## src/rtl/scaler_snapshot_sequencer.sv

```systemverilog
// Walks the scaler map once per PPS, captures each word into a ping-pong buffer and
// presents the last complete snapshot to the host, with sequence and drop/overrun status.
module scaler_snapshot_sequencer #(
    parameter int unsigned SETTLE_CYCLES = 4,
    parameter int unsigned NUM_WORDS     = 19
) (
    input  logic        clk33_i,
    input  logic        rst_n_i,
    input  logic        pps_i,
    output logic [5:0]  scal_addr_o,
    input  logic [31:0] scal_dat_i,
    input  logic        lock_i,
    input  logic [4:0]  rd_addr_i,
    output logic [31:0] rd_dat_o,
    output logic        snap_valid_o,
    output logic [7:0]  snap_seq_o,
    output logic        busy_o,
    output logic        overrun_o,
    output logic [7:0]  drop_cnt_o
);

    typedef enum logic [2:0] {StIdle, StSettle, StAddr, StCapt, StSwap} state_t;

    state_t      state;
    logic        pps_q;
    logic        pps_edge;
    logic [7:0]  settle_cnt;
    logic [4:0]  idx;
    logic [7:0]  seq_cnt;
    logic        vis_bank;
    logic [31:0] mem [64];

    assign pps_edge = pps_i & ~pps_q;

    function automatic logic [5:0] word_addr(input logic [4:0] i);
        if (i < 5'd16) begin
            return {2'b01, i[3:0]};
        end
        unique case (i)
            5'd16:   return 6'h20;
            5'd17:   return 6'h29;
            default: return 6'h27;
        endcase
    endfunction

    always_ff @(posedge clk33_i or negedge rst_n_i) begin
        if (!rst_n_i) begin
            state        <= StIdle;
            pps_q        <= 1'b0;
            settle_cnt   <= '0;
            idx          <= '0;
            seq_cnt      <= '0;
            vis_bank     <= 1'b1;
            scal_addr_o  <= '0;
            snap_valid_o <= 1'b0;
            snap_seq_o   <= '0;
            busy_o       <= 1'b0;
            overrun_o    <= 1'b0;
            drop_cnt_o   <= '0;
        end else begin
            pps_q <= pps_i;
            // Edges are only accepted in IDLE; anything else is an overrun, including SWAP.
            if (pps_edge && state != StIdle) begin
                overrun_o <= 1'b1;
            end
            unique case (state)
                StIdle: begin
                    scal_addr_o <= 6'h10;
                    if (pps_edge) begin
                        settle_cnt <= 8'(SETTLE_CYCLES - 1);
                        busy_o     <= 1'b1;
                        state      <= StSettle;
                    end
                end
                StSettle: begin
                    if (settle_cnt == 8'd0) begin
                        idx   <= '0;
                        state <= StAddr;
                    end else begin
                        settle_cnt <= settle_cnt - 8'd1;
                    end
                end
                StAddr: begin
                    scal_addr_o <= word_addr(idx);
                    state       <= StCapt;
                end
                StCapt: begin
                    if (idx == 5'(NUM_WORDS - 1)) begin
                        state <= StSwap;
                    end else begin
                        idx   <= idx + 5'd1;
                        state <= StAddr;
                    end
                end
                StSwap: begin
                    seq_cnt     <= seq_cnt + 8'd1;
                    busy_o      <= 1'b0;
                    scal_addr_o <= 6'h10;
                    if (!lock_i) begin
                        vis_bank     <= ~vis_bank;
                        snap_valid_o <= 1'b1;
                        snap_seq_o   <= seq_cnt + 8'd1;
                    end else if (drop_cnt_o != 8'hFF) begin
                        drop_cnt_o <= drop_cnt_o + 8'd1;
                    end
                    state <= StIdle;
                end
                default: state <= StIdle;
            endcase
        end
    end

    // Write bank is always the one the host is not looking at.
    always_ff @(posedge clk33_i) begin
        if (state == StCapt) begin
            mem[{~vis_bank, idx}] <= scal_dat_i;
        end
    end

    always_ff @(posedge clk33_i or negedge rst_n_i) begin
        if (!rst_n_i) begin
            rd_dat_o <= '0;
        end else if (rd_addr_i < 5'(NUM_WORDS)) begin
            rd_dat_o <= mem[{vis_bank, rd_addr_i}];
        end else begin
            rd_dat_o <= '0;
        end
    end

endmodule
```

## config.mk

```make
export PLATFORM = sky130hd
export DESIGN_NAME = scaler_snapshot_sequencer
export DESIGN_NICKNAME = d
export VERILOG_FILES = /design/src/rtl/scaler_snapshot_sequencer.sv
export SDC_FILE = /design/constraint.sdc
export NUM_CORES = 2
export LEC_CHECK = 0
export BUFFER_PORTS_ARGS = -buffer_cell sky130_fd_sc_hd__buf_4
export CAP_MARGIN = 5
export CORE_MARGIN = 2
export CORE_UTILIZATION = 60
export DETAILED_ROUTE_END_ITERATION = 10
export GPL_TIMING_DRIVEN = 1
export PLACE_DENSITY = 0.82
export SLEW_MARGIN = 5
export SYNTH_ARGS = -nofsm -noshare
export SYNTH_HDL_FRONTEND = slang
export SYNTH_SLANG_ARGS = --single-unit
```

## constraint.sdc

```tcl
create_clock -name clk33_i -period 3.87 [get_ports clk33_i]
set_clock_uncertainty 0.15 [all_clocks]
set_input_delay 0 -clock clk33_i [delete_from_list [all_inputs] [get_ports clk33_i]]
set_output_delay 0 -clock clk33_i [all_outputs]
set_load 0.01 [all_outputs]
```

# Word level (Yosys, flattened, before mapping)
# Memory sizes are Yosys's and may differ from the RTL's.
# Index checks and enable logic that the tools add are counted.
# totals
wordCells	72
ff_bits	83
mem_bits_rw	2048
n_memories	1
out_inout_bits	57
in_bits	41
# mem_list
memory	depth	width	rd	rd_ports_with_merged_regs	write_ports	line	text
mem	64	32	1	0	1	31	logic [31:0] mem [64];
# classes
n_mux	21
n_lt_le_gt_ge	2
bitwise	4
n_eq_ne	12
n_addsub	4
n_reduce_logical	15
# ops
operator	n
32-bit two-way mux	1
8-bit by 1-bit adder with 8-bit output, second input constant	2
8-bit two-way mux	2
8-bit one-hot mux with 2 select lines	1
5-bit equality test, second input constant	3
6-bit two-way mux	2
3-bit one-hot mux with 4 select lines	1
6-bit one-hot mux with 2 select lines	1
5-bit less-than comparator, second input constant	2
5-bit two-way mux	2
5-bit one-hot mux with 2 select lines	1
3-bit two-way mux	3
3-bit AND reduction	3
8-bit logical NOT	1
2-bit != test, second input constant	4
8-bit != test, second input constant	1
4-bit one-hot mux with 2 select lines	1
2-bit nonzero test	4
8-bit by 1-bit subtractor with 8-bit output, second input constant	1
3-bit by 2-bit equality test with 1-bit output, second input constant	2
2-bit AND reduction	3
5-bit by 1-bit adder with 5-bit output, second input constant	1
1-bit two-way mux	5
3-bit by 1-bit equality test with 1-bit output, second input constant	1
8 further kinds	10

# Depth between registers and ports, before layout
# depth
word_depth	5
mapped_depth	11
ltp_nobuf	7

# Least setup slack after synthesis
# OpenSTA, ideal clock, no wires.
# synth_path
path_type	register -> register
startpoint	register state[0]
endpoint	memory mem[14][0], enable pin
n_path_buf	1
stages_incl_launch_ff	7
arrival_time_ns	2.782
setup_ns	0.421
required_time_ns	3.299
path_slack_ns	0.517
period_less_slack_ns	3.353
cell_sequence	dfrtp_1 -> clkbuf_1 -> nor2b_1 -> nand2_1 -> nor2_1 -> nand3_1 -> nor2_1
# synth_via
elab_chain_cells	3
# synth_lines
element	line	text
start, declared	24	state_t state;
start signal, assigned	48	state <= StIdle;
start signal, assigned	72	state <= StSettle;
start signal, assigned	78	state <= StAddr;
3-bit by 2-bit equality test with 1-bit output	115	if (state == StCapt) begin
1-bit two-way mux	115	
1-bit two-way mux (not written as such)	116	mem[{~vis_bank, idx}] <= scal_dat_i;
end, declared	31	
# No other way between the ends.

# Worst setup path in the final report
# layout_path
startpoint	register state[0]
endpoint	memory mem[58][20], enable pin
# Same word-level chain as after synthesis.

==> metrics.txt <==
Port-buffer cells 97; initial antenna violation count 1; vias in the first global route roughly 37000; Cells after DPL 4645; total of warnings raised by yosys 0; Cell Pwr Density 514.2 nW/um^2; hold depth 4; Fin Setup TNS 0 ns; CORE AREA approximately 120000 um^2; post-synthesis sequential area ratio 0.7785; top-count cell post-synth edfxtp_1; Area Growth Syn to Fin 13.23%; RR Startpoint state[0]; total congestion overflow 0; first-pass GRT wire length roughly 270 mm; Hold EP overrun_o; Post-DP HPWL roughly 95 mm; gpl congestion 0.9002; Seq. cell area ~55000 um^2; fin crit share 0.9465; Clock transition at path regs 0.06 ns; TritonCTS clock tree yes; via count 36117; f_max 273.0 MHz; Pleak 0.02521 uW; RSZ-0062 raised after global routing false; Critical Path Sink Type register; met2 Use GR 0.5282; Tmin final about 3.7 ns; Die Span Y around 350 um; CTS Buffer Depth 3; DR iter-0 viols just under 7000; top_reg_cell synth edfxtp_1; Setup violations, final 0; Avg Cell Area, Syn ~23 um^2; worst-margin pin slew 1.296 ns; endpoints failing hold 0; number of enable flip-flop cells after synthesis 1748; H-tree depth 4; total CTS buffers roughly 170; Critical Path AT roughly 3.9 ns; Avg WL per Cell around 38 um; worst hold path class in -> reg; P_int about 32000 uW; Rows ~130; Hold Crit Start pps_i; number of synthesized register bits between 1500 and 2000; worst slack, placed 0.3187 ns; post-route ant nets 0; latest clock arrival within the worst-skew pair between 0.7 and 0.8 ns; Pins Over Slew Limit 0; Starting Density 0.6040; Clock Power Share 0.419; switching pwr between 8000 and 9000 uW; Non-Filler Instances around 5000; async set or reset register ratio after synthesis 0.04533; Max IR drop VDD between 0.4 and 0.5 mV; total track usage 0.3226; Gate power share 0.047; Pre-antenna DRT Iters 6; largest net degree at the start of global routing 93; multi-input combinational cell area about 15000 um^2; nets 3388; relative slew slack 0.1340; outcome finished clean; Critical R2R Capture mem[58][20]; post-DR vias/cell 7.221; Worst setup SP type register; postcts setup bufs 0; # diodes 0; chip width ~350 um; crit-path max FO 31; Synth area leader edfxtp_1; critical path type reg -> reg; Cell variety after synth 54; syn_nets around 3100; Area contributors post-synth edfxtp_1, mux4_2, dfrtp_1, mux2i_1, nor2_1; R2R Setup Slk roughly 0.21 ns; Max Cap Violations 0; area of the mapped netlist between 70000 and 80000 um^2; clock root buffer clkbuf_16; switch share 0.2137; top cells by count, synth edfxtp_1, mux4_2, nor2_1; Total Die Area ~120000 um^2; met3 GRT Util 0.06288; Critical Path RT about 4.1 ns; # DRC 0; layout cells sized above 1 0.2924; GR peak layer met2; CTS Sinks ~1800; register share of total power 0.534; filler cell count 6384; Worst Reg2Reg Path Length in Cells 5; Top Ports 98; Post-Syn Instances roughly 3100; Synth top area share 0.7488; M1 GR Usage 0.4111; WL final roughly 190 mm; setup ws final 0.2071 ns
## layout by cell type, fill, tap and decap left out, drive strengths merged, types with 11 or more instances in the layout
master       Yosys  layout
a21oi           49      49
a31oi           25      25
edfxtp        1748    1748
inv              7      16
nor2b           11      11
bufinv           0      17
a22oi           36      36
xnor2           14      14
nand2b          29      29
mux2i           72      72
nand3           20      20
dfrtp           82      82
o21ai           20      20
nand4           27      27
clkbuf          76     210
nand2           50      50
clkinv           1      72
buf             87     206
mux2            31      31
o221ai          34      34
nor2           100     100
dlygate4sd3      0      42
mux4           470     470
## critical path: stages, from the launching register on
cell     delay [ns]
dfrtp_1        0.53
nor2b_1        0.29
nand2_1        0.15
nor2_1         0.31
nand2_1        0.70
nor2_4         1.10
## worst max path at each step
stage	slack [ns]	endpoint	from
4_1_cts	0.29	mem[58][18]	state[0]
6_report	0.21	mem[58][20]	state[0]
2_1_floorplan	0.52	mem[14][0]	state[0]
5_1_grt	0.07	mem[58][20]	state[0]
3_5_place_dp	0.32	mem[58][13]	state[0]
3_3_place_gp	0.39	mem[58][13]	state[0]
## kinds of logic (layout without fill, tap and decap cells)
group / after synthesis / in the layout / share of synthesized area
compound gates: 199 / 199 / 0.01931
fa+ha+maj: 8 / 8 / 0.001428
xor+xnor: 23 / 23 / 0.002874
buf+inv: 171 / 570 / 0.01273
simple gates: 274 / 274 / 0.01890
flops: 1831 / 1831 / 0.7785
mux: 573 / 573 / 0.1663
## area by class of cell
| class | instances | share of cell area |
|---|---|---|
| inverters | 8 | 0.0003941 |
| flip-flops and latches | 1831 | 0.6875 |
| repair buffers | 248 | 0.02815 |
| multi-input cells | 1077 | 0.1893 |
| well taps | 1524 | 0.02402 |
| clock buffers | 210 | 0.05801 |
| clock inverters | 104 | 0.01261 |
## registers in the layout, indices dropped and copies added (netlist names)
name          cells
drop_cnt_o        8
snap_seq_o        8
busy_o            1
pps_q             1
idx               5
rd_dat_o         32
state             3
seq_cnt           8
vis_bank          1
overrun_o         1
snap_valid_o      1
mem            1748
scal_addr_o       6
settle_cnt        8
## power by group through the flow
stage / sequential [uW] / combinational (uW) / clock [uW]
2_1_floorplan: 22200 / 974 / 0
3_3_place_gp: 22200 / 1710 / 0
3_5_place_dp: 22200 / 1790 / 0
4_1_cts: 21800 / 1900 / 17200
5_1_grt: 21800 / 1990 / 17900
6_report: 21800 / 1930 / 17100
## layer usage
metal	share of wire	wire length [um]	vias to the layer above
li1	-	-	13565
met1	0.32	60080	18512
met2	0.50	94750	3338
met3	0.12	22500	700
met4	0.067	12660	2
met5	0.000089	17	-
## metrics by stage
step	area (um^2)	utilization	total power [uW]	hold WS, ns
6_report	79370	0.6840	40810	0.1124
3_5_place_dp	73320	0.6318	23990	-0.06628
3_3_place_gp	73320	0.6318	23910	-0.08680
4_1_cts	79370	0.6840	40850	0.08206
5_1_grt	79370	0.6840	41620	0.1187
2_1_floorplan	70100	-	23170	-0.4456
## what timing repair did
item / 4_1_cts / 5_1_grt
resized for setup: 0 / 0
hold buffers: 43 / 0
endpoints found under the hold margin: 1890 / 0
(Power assumes the default switching activity.)
